**src/rtl/vga_pkg.sv**
```systemverilog
// Shared VGA timing package: default 640x480@60 timing, raster phase
// enumerations and the coordinate type used by the shape renderers.
package vga_pkg;

  localparam int unsigned COORD_W = 10;

  localparam int unsigned DEF_CLK_DIV  = 2;
  localparam int unsigned DEF_H_ACTIVE = 640;
  localparam int unsigned DEF_H_FP     = 16;
  localparam int unsigned DEF_H_SYNC   = 96;
  localparam int unsigned DEF_H_BP     = 48;
  localparam int unsigned DEF_V_ACTIVE = 480;
  localparam int unsigned DEF_V_FP     = 10;
  localparam int unsigned DEF_V_SYNC   = 2;
  localparam int unsigned DEF_V_BP     = 33;

  typedef logic [COORD_W-1:0] coord_t;

  typedef enum logic [1:0] {H_ACT, H_FRONT, H_SYNC_S, H_BACK} h_phase_t;
  typedef enum logic [1:0] {V_ACT, V_FRONT, V_SYNC_S, V_BACK} v_phase_t;

endpackage

```
**src/rtl/vga_timing_gen_pixel_tick_gen.sv**
```systemverilog
// Pixel-enable divider: counts 0..CLK_DIV-1 while en=1.
// Ports: clk, rst_n (async active-low), en (run enable),
//        tick (combinational strobe, high on the enabled clock where the count wraps).
module pixel_tick_gen #(
  parameter int unsigned CLK_DIV = 2
) (
  input  logic clk,
  input  logic rst_n,
  input  logic en,
  output logic tick
);

  localparam int unsigned CW = (CLK_DIV > 1) ? $clog2(CLK_DIV) : 1;
  localparam logic [CW-1:0] LAST = CW'(CLK_DIV - 1);

  if (CLK_DIV < 1 || CLK_DIV > 16) begin : g_bad_div
    $error("pixel_tick_gen: CLK_DIV must be in 1..16");
  end

  logic [CW-1:0] cnt;

  // Divider count; holds while disabled so no pixel is skipped or repeated.
  always_ff @(posedge clk or negedge rst_n) begin
    if (!rst_n) begin
      cnt <= '0;
    end else if (en) begin
      cnt <= (cnt == LAST) ? '0 : cnt + CW'(1);
    end
  end

  // Strobe is combinational so the top can register it alongside x/y.
  assign tick = en && (cnt == LAST);

endmodule

```
**src/rtl/vga_timing_gen.sv**
```systemverilog
// VGA raster timing generator: pixel coordinates, sync pulses and blanking.
// Ports: clk, rst_n (async active-low), en (run enable);
//        pix_tick (one clk per pixel), x/y (raster position),
//        hsync/vsync (polarity SYNC_POL), video_on (visible area),
//        line_start / frame_start (pulse with the pix_tick that wraps to x=0 / (0,0)).
// All outputs are registered and updated together, so sync/blank always
// describe the x, y currently presented.
module vga_timing_gen
  import vga_pkg::*;
#(
  parameter int unsigned CLK_DIV  = DEF_CLK_DIV,
  parameter int unsigned H_ACTIVE = DEF_H_ACTIVE,
  parameter int unsigned H_FP     = DEF_H_FP,
  parameter int unsigned H_SYNC   = DEF_H_SYNC,
  parameter int unsigned H_BP     = DEF_H_BP,
  parameter int unsigned V_ACTIVE = DEF_V_ACTIVE,
  parameter int unsigned V_FP     = DEF_V_FP,
  parameter int unsigned V_SYNC   = DEF_V_SYNC,
  parameter int unsigned V_BP     = DEF_V_BP,
  parameter bit          SYNC_POL = 1'b0
) (
  input  logic       clk,
  input  logic       rst_n,
  input  logic       en,
  output logic       pix_tick,
  output logic [9:0] x,
  output logic [9:0] y,
  output logic       hsync,
  output logic       vsync,
  output logic       video_on,
  output logic       line_start,
  output logic       frame_start
);

  localparam int unsigned H_TOTAL = H_ACTIVE + H_FP + H_SYNC + H_BP;
  localparam int unsigned V_TOTAL = V_ACTIVE + V_FP + V_SYNC + V_BP;

  if (H_TOTAL > 1024 || V_TOTAL > 1024) begin : g_bad_total
    $error("vga_timing_gen: H_TOTAL and V_TOTAL must be <= 1024");
  end

  // Phase boundaries: the coordinate at which each phase begins.
  localparam coord_t H_FP_X   = coord_t'(H_ACTIVE);
  localparam coord_t H_SYNC_X = coord_t'(H_ACTIVE + H_FP);
  localparam coord_t H_BP_X   = coord_t'(H_ACTIVE + H_FP + H_SYNC);
  localparam coord_t H_LAST   = coord_t'(H_TOTAL - 1);
  localparam coord_t V_FP_Y   = coord_t'(V_ACTIVE);
  localparam coord_t V_SYNC_Y = coord_t'(V_ACTIVE + V_FP);
  localparam coord_t V_BP_Y   = coord_t'(V_ACTIVE + V_FP + V_SYNC);
  localparam coord_t V_LAST   = coord_t'(V_TOTAL - 1);

  logic     tick;
  h_phase_t h_state, h_next;
  v_phase_t v_state, v_next;
  coord_t   x_nxt, y_nxt;
  logic     x_wrap, y_wrap;

  pixel_tick_gen #(
    .CLK_DIV (CLK_DIV)
  ) u_tick (
    .clk   (clk),
    .rst_n (rst_n),
    .en    (en),
    .tick  (tick)
  );

  // Next raster position.
  always_comb begin
    x_wrap = (x == H_LAST);
    y_wrap = (y == V_LAST);
    x_nxt  = x_wrap ? '0 : x + coord_t'(1);
    y_nxt  = y;
    if (x_wrap) begin
      y_nxt = y_wrap ? '0 : y + coord_t'(1);
    end
  end

  // Phase state registers.
  always_ff @(posedge clk or negedge rst_n) begin
    if (!rst_n) begin
      h_state <= H_ACT;
      v_state <= V_ACT;
    end else begin
      h_state <= h_next;
      v_state <= v_next;
    end
  end

  // Horizontal phase, keyed on the coordinate being entered.
  always_comb begin
    h_next = h_state;
    if (tick) begin
      case (h_state)
        H_ACT:    if (x_nxt == H_FP_X)   h_next = H_FRONT;
        H_FRONT:  if (x_nxt == H_SYNC_X) h_next = H_SYNC_S;
        H_SYNC_S: if (x_nxt == H_BP_X)   h_next = H_BACK;
        H_BACK:   if (x_wrap)            h_next = H_ACT;
        default:                         h_next = H_ACT;
      endcase
    end
  end

  // Vertical phase; y only changes on a line wrap.
  always_comb begin
    v_next = v_state;
    if (tick) begin
      case (v_state)
        V_ACT:    if (x_wrap && y_nxt == V_FP_Y)   v_next = V_FRONT;
        V_FRONT:  if (x_wrap && y_nxt == V_SYNC_Y) v_next = V_SYNC_S;
        V_SYNC_S: if (x_wrap && y_nxt == V_BP_Y)   v_next = V_BACK;
        V_BACK:   if (x_wrap && y_wrap)            v_next = V_ACT;
        default:                                   v_next = V_ACT;
      endcase
    end
  end

  // Registered outputs, derived from the next phase so they match the new x, y.
  always_ff @(posedge clk or negedge rst_n) begin
    if (!rst_n) begin
      pix_tick    <= 1'b0;
      x           <= '0;
      y           <= '0;
      hsync       <= ~SYNC_POL;
      vsync       <= ~SYNC_POL;
      video_on    <= 1'b0;
      line_start  <= 1'b0;
      frame_start <= 1'b0;
    end else begin
      pix_tick    <= tick;
      line_start  <= tick && x_wrap;
      frame_start <= tick && x_wrap && y_wrap;
      if (tick) begin
        x        <= x_nxt;
        y        <= y_nxt;
        hsync    <= (h_next == H_SYNC_S) ? SYNC_POL : ~SYNC_POL;
        vsync    <= (v_next == V_SYNC_S) ? SYNC_POL : ~SYNC_POL;
        video_on <= (h_next == H_ACT) && (v_next == V_ACT);
      end
    end
  end

endmodule

```
**config.mk**
```make
export PLATFORM = sky130hd
export DESIGN_NAME = vga_timing_gen
export DESIGN_NICKNAME = d
export VERILOG_FILES = /design/src/rtl/vga_pkg.sv /design/src/rtl/vga_timing_gen_pixel_tick_gen.sv /design/src/rtl/vga_timing_gen.sv
export SDC_FILE = /design/constraint.sdc
export NUM_CORES = 1
export LEC_CHECK = 0
export ABC_AREA = 1
export CAP_MARGIN = 20
export CORE_AREA = 2 2 68 103
export DETAILED_ROUTE_END_ITERATION = 16
export DIE_AREA = 0 0 70 105
export PLACE_DENSITY = 0.54
export SETUP_SLACK_MARGIN = 0.5
export SLEW_MARGIN = 30
export SYNTH_ARGS = -nofsm -noshare
export SYNTH_HDL_FRONTEND = slang
export SYNTH_SLANG_ARGS = --single-unit
```
**constraint.sdc**
```tcl
create_clock -name clk -period 2.45 [get_ports clk]
set_clock_uncertainty 0.1 [all_clocks]
set_input_delay 0.735 -clock clk [delete_from_list [all_inputs] [get_ports clk]]
set_output_delay 0.735 -clock clk [all_outputs]
set_load 0.02 [all_outputs]
```
==> flow_metrics.tcl <==
set metrics [dict create \
    status "completed" \
    ant_nets 0 \
    yosys.area.top_type "dfrtp_1" \
    criticalPathCategory "flop to flop" \
    viasPerCell 4.83 \
    fp.dieArea_um2 7350 \
    areaGrowthSynthToFinish_pct 41.2 \
    dpl.hpwl_um 4710 \
    max_slew.worst_pin.slew_ns 0.409 \
    rows 36 \
    hold_viol 0 \
    synth_top_area_share 0.339 \
    holdWs_ns 0.395 \
    setup_viol 0 \
    dr.pass1.iters 4 \
    hold_class "flop to flop" \
    post-place-ws_ns 0.108 \
    power_density_nw_per_um2 582 \
    layout_common_cells "nand2_1, inv_1, buf_4" \
    final_common_cell "nand2_1" \
    synth_warnings 0 \
    synth.area.top_cells "dfrtp_1, nand2_1, inv_1" \
    drive_gt1_frac 0.341 \
    fmax_mhz 465 \
    antenna_found_initial 0 \
    cap_violations 0 \
    syn_nets 333 \
    fin_crit_ns 2.15 \
    num_vias 2252 \
    worstSetupStartpointType "flop" \
    fin_ws_ns 0.299 \
    drtIter0Drc 109 \
    cts_sinks 31 \
    crit_chain "ha_4 > nand4_1 > nor2_4 > buf_6 > nand2_2 > nand2_2 > nand2_2 > nor2_4 > nand4_1 > buf_4 > a21oi_2 > nor2_1" \
    cts_buffers 5 \
    initial_core_util 0.335 \
    die_x_um 70 \
    ys_seq_area_frac 0.364 \
    antennaDiodeCount 0 \
    syn_area_um2 2140 \
    routed_wl_um 6420 \
    rsz0062_at_grt "true" \
    drc_errors 0 \
    synthDistinctLibCells 28 \
    ys_ff_latch 31 \
    critPathRequiredTime_ns 2.57 \
    cpMostUsedCell "nand2_2" \
    ff2ff_path_depth 12 \
    gp_congestion 0.909 \
    finalCritPeriodShare 0.878 \
    htreeDepth 2 \
    grt_max_degree 32 \
    clk_latency_ns 0.29 \
    syn_inst 326 \
    crit_slowest_cell "dfrtp_2" \
    relSlewSlack 0.724 \
    cpPeakStageDelay_ns 0.40 \
    core_area_um2 6400 \
    cts_buffer_depth 2 \
    p_leak_nw 1.42 \
    worst-path-max-fanout 4 \
    syn_avg_cell_area_um2 6.57 \
    track_usage 0.179 \
    tns_ns 0 \
    clk_pin_slew_ns 0.07 \
    critPathCaptureType "flop" \
    wire_per_inst_um 13.8 \
    finalMaxSlewViolations 0 \
    grt_pass1_wl_um 10300 \
    die_y_um 105 \
    grt_overflow 0 \
    vdd_ir_drop_max_uv 353 \
    whs_path_depth 2 \
    final_nets 396 \
    grt_pass1_vias 2159 \
    dpl.cell_count 436 \
    critPathArrivalTime_ns 2.27 \
    cts-root-buf "clkbuf_8" \
    io_buffer_count 28 \
    final_cells 466 \
    cts_tree "done" \
    ios 29 \
]
worst max-delay path, delay by kind of cell, from the launching register on:
kind / cells / cell delay (ns)
compound gates: 1 / 0.10
fa+ha+maj: 1 / 0.19
buf+inv: 2 / 0.31
flops: 1 / 0.40
simple gates: 8 / 0.98
cells by family (layout without fill, tap and decap cells):
logic type,Yosys count,after routing,synth area share
buffers and inverters,53,117,0.101
adder cells (fa/ha/maj),4,4,0.0234
AND/OR/NAND/NOR,202,202,0.417
XOR/XNOR,2,2,0.00818
AO/OA/AOI/OAI,34,34,0.0871
flip-flops,31,31,0.364
layer usage:
layer	up-vias	GRT usage	routed length, µm
met5	-	0	0
met4	0	0.0783	193
met3	13	0.0203	121
met2	31	0.335	3530
met1	1057	0.197	2570
li1	1151	-	-
registers in the layout, indices dropped and copies added, names as in the netlist:
name and count:
vsync 1, v_state 2, hsync 1, h_state 2, frame_start 1, u_tick.cnt 1, y 10, line_start 1
pix_tick 1, video_on 1, x 10
area by class of cell:
cell class | instances | area, µm²
repair buffers | 63 | 517
flip-flops and latches | 31 | 797
clock buffers | 7 | 96.3
well taps | 76 | 95.1
inverters | 46 | 173
multi-input cells | 242 | 1340
fillers | 678 | 3370
clock inverters | 1 | 7.51
stage by stage:
stage               area, µm²  utilization  power, mW
floorplan                2170            -       1.01
global placement         2600        0.406       1.25
detailed placement       2600        0.406       1.25
CTS                      2910        0.455       1.74
global route             3020        0.473       1.87
finish                   3020        0.473       1.76
power by group:
part | leakage (nW) | switching [mW] | internal [mW] | total (mW)
clock network | 0.0505 | 0.201 | 0.255 | 0.456
registers | 0.378 | 0.113 | 0.591 | 0.704
logic | 0.995 | 0.369 | 0.230 | 0.599
timing repair:
| item | 4_1_cts | 5_1_grt |
|---|---|---|
| setup endpoints to repair | 35 | 16 |
| pin swaps | 15 | 32 |
| hold buffers | 0 | 0 |
| setup buffers | 16 | 6 |
| resized for setup | 76 | 42 |
cells in the mapped netlist:
| cell type | count |
|---|---|
| o21bai_1 | 1 |
| o21ai_2 | 1 |
| or2_2 | 1 |
| nand3_1 | 24 |
| buf_2 | 2 |
| dfrtp_1 | 29 |
| a21oi_2 | 1 |
| inv_1 | 44 |
| o22a_1 | 1 |
| clkinv_1 | 1 |
| nor3b_1 | 1 |
| clkbuf_1 | 3 |
| nand2_2 | 6 |
| dfstp_2 | 2 |
| o21ai_0 | 23 |
| nand4_1 | 9 |
| nor2_1 | 37 |
| inv_2 | 1 |
| nor2_4 | 3 |
| nor2_2 | 3 |
| buf_6 | 2 |
| nor3_1 | 4 |
| nand2_1 | 110 |
| nand3_2 | 4 |
| xor2_1 | 2 |
| o22ai_1 | 2 |
| a21oi_1 | 5 |
| ha_1 | 4 |
worst paths after layout:
| path | start | to | slack (ns) |
|---|---|---|---|
| max in group asynchronous | rst_n | vsync | 1.16 |
| min in group asynchronous | rst_n | x[7] | 0.75 |
| max | x[1] | vsync | 0.30 |
| max reg2reg | x[1] | vsync | 0.30 |
| min reg2reg | video_on | video_on | 0.39 |
| min | video_on | video_on | 0.39 |
(Power assumes the default switching activity.)
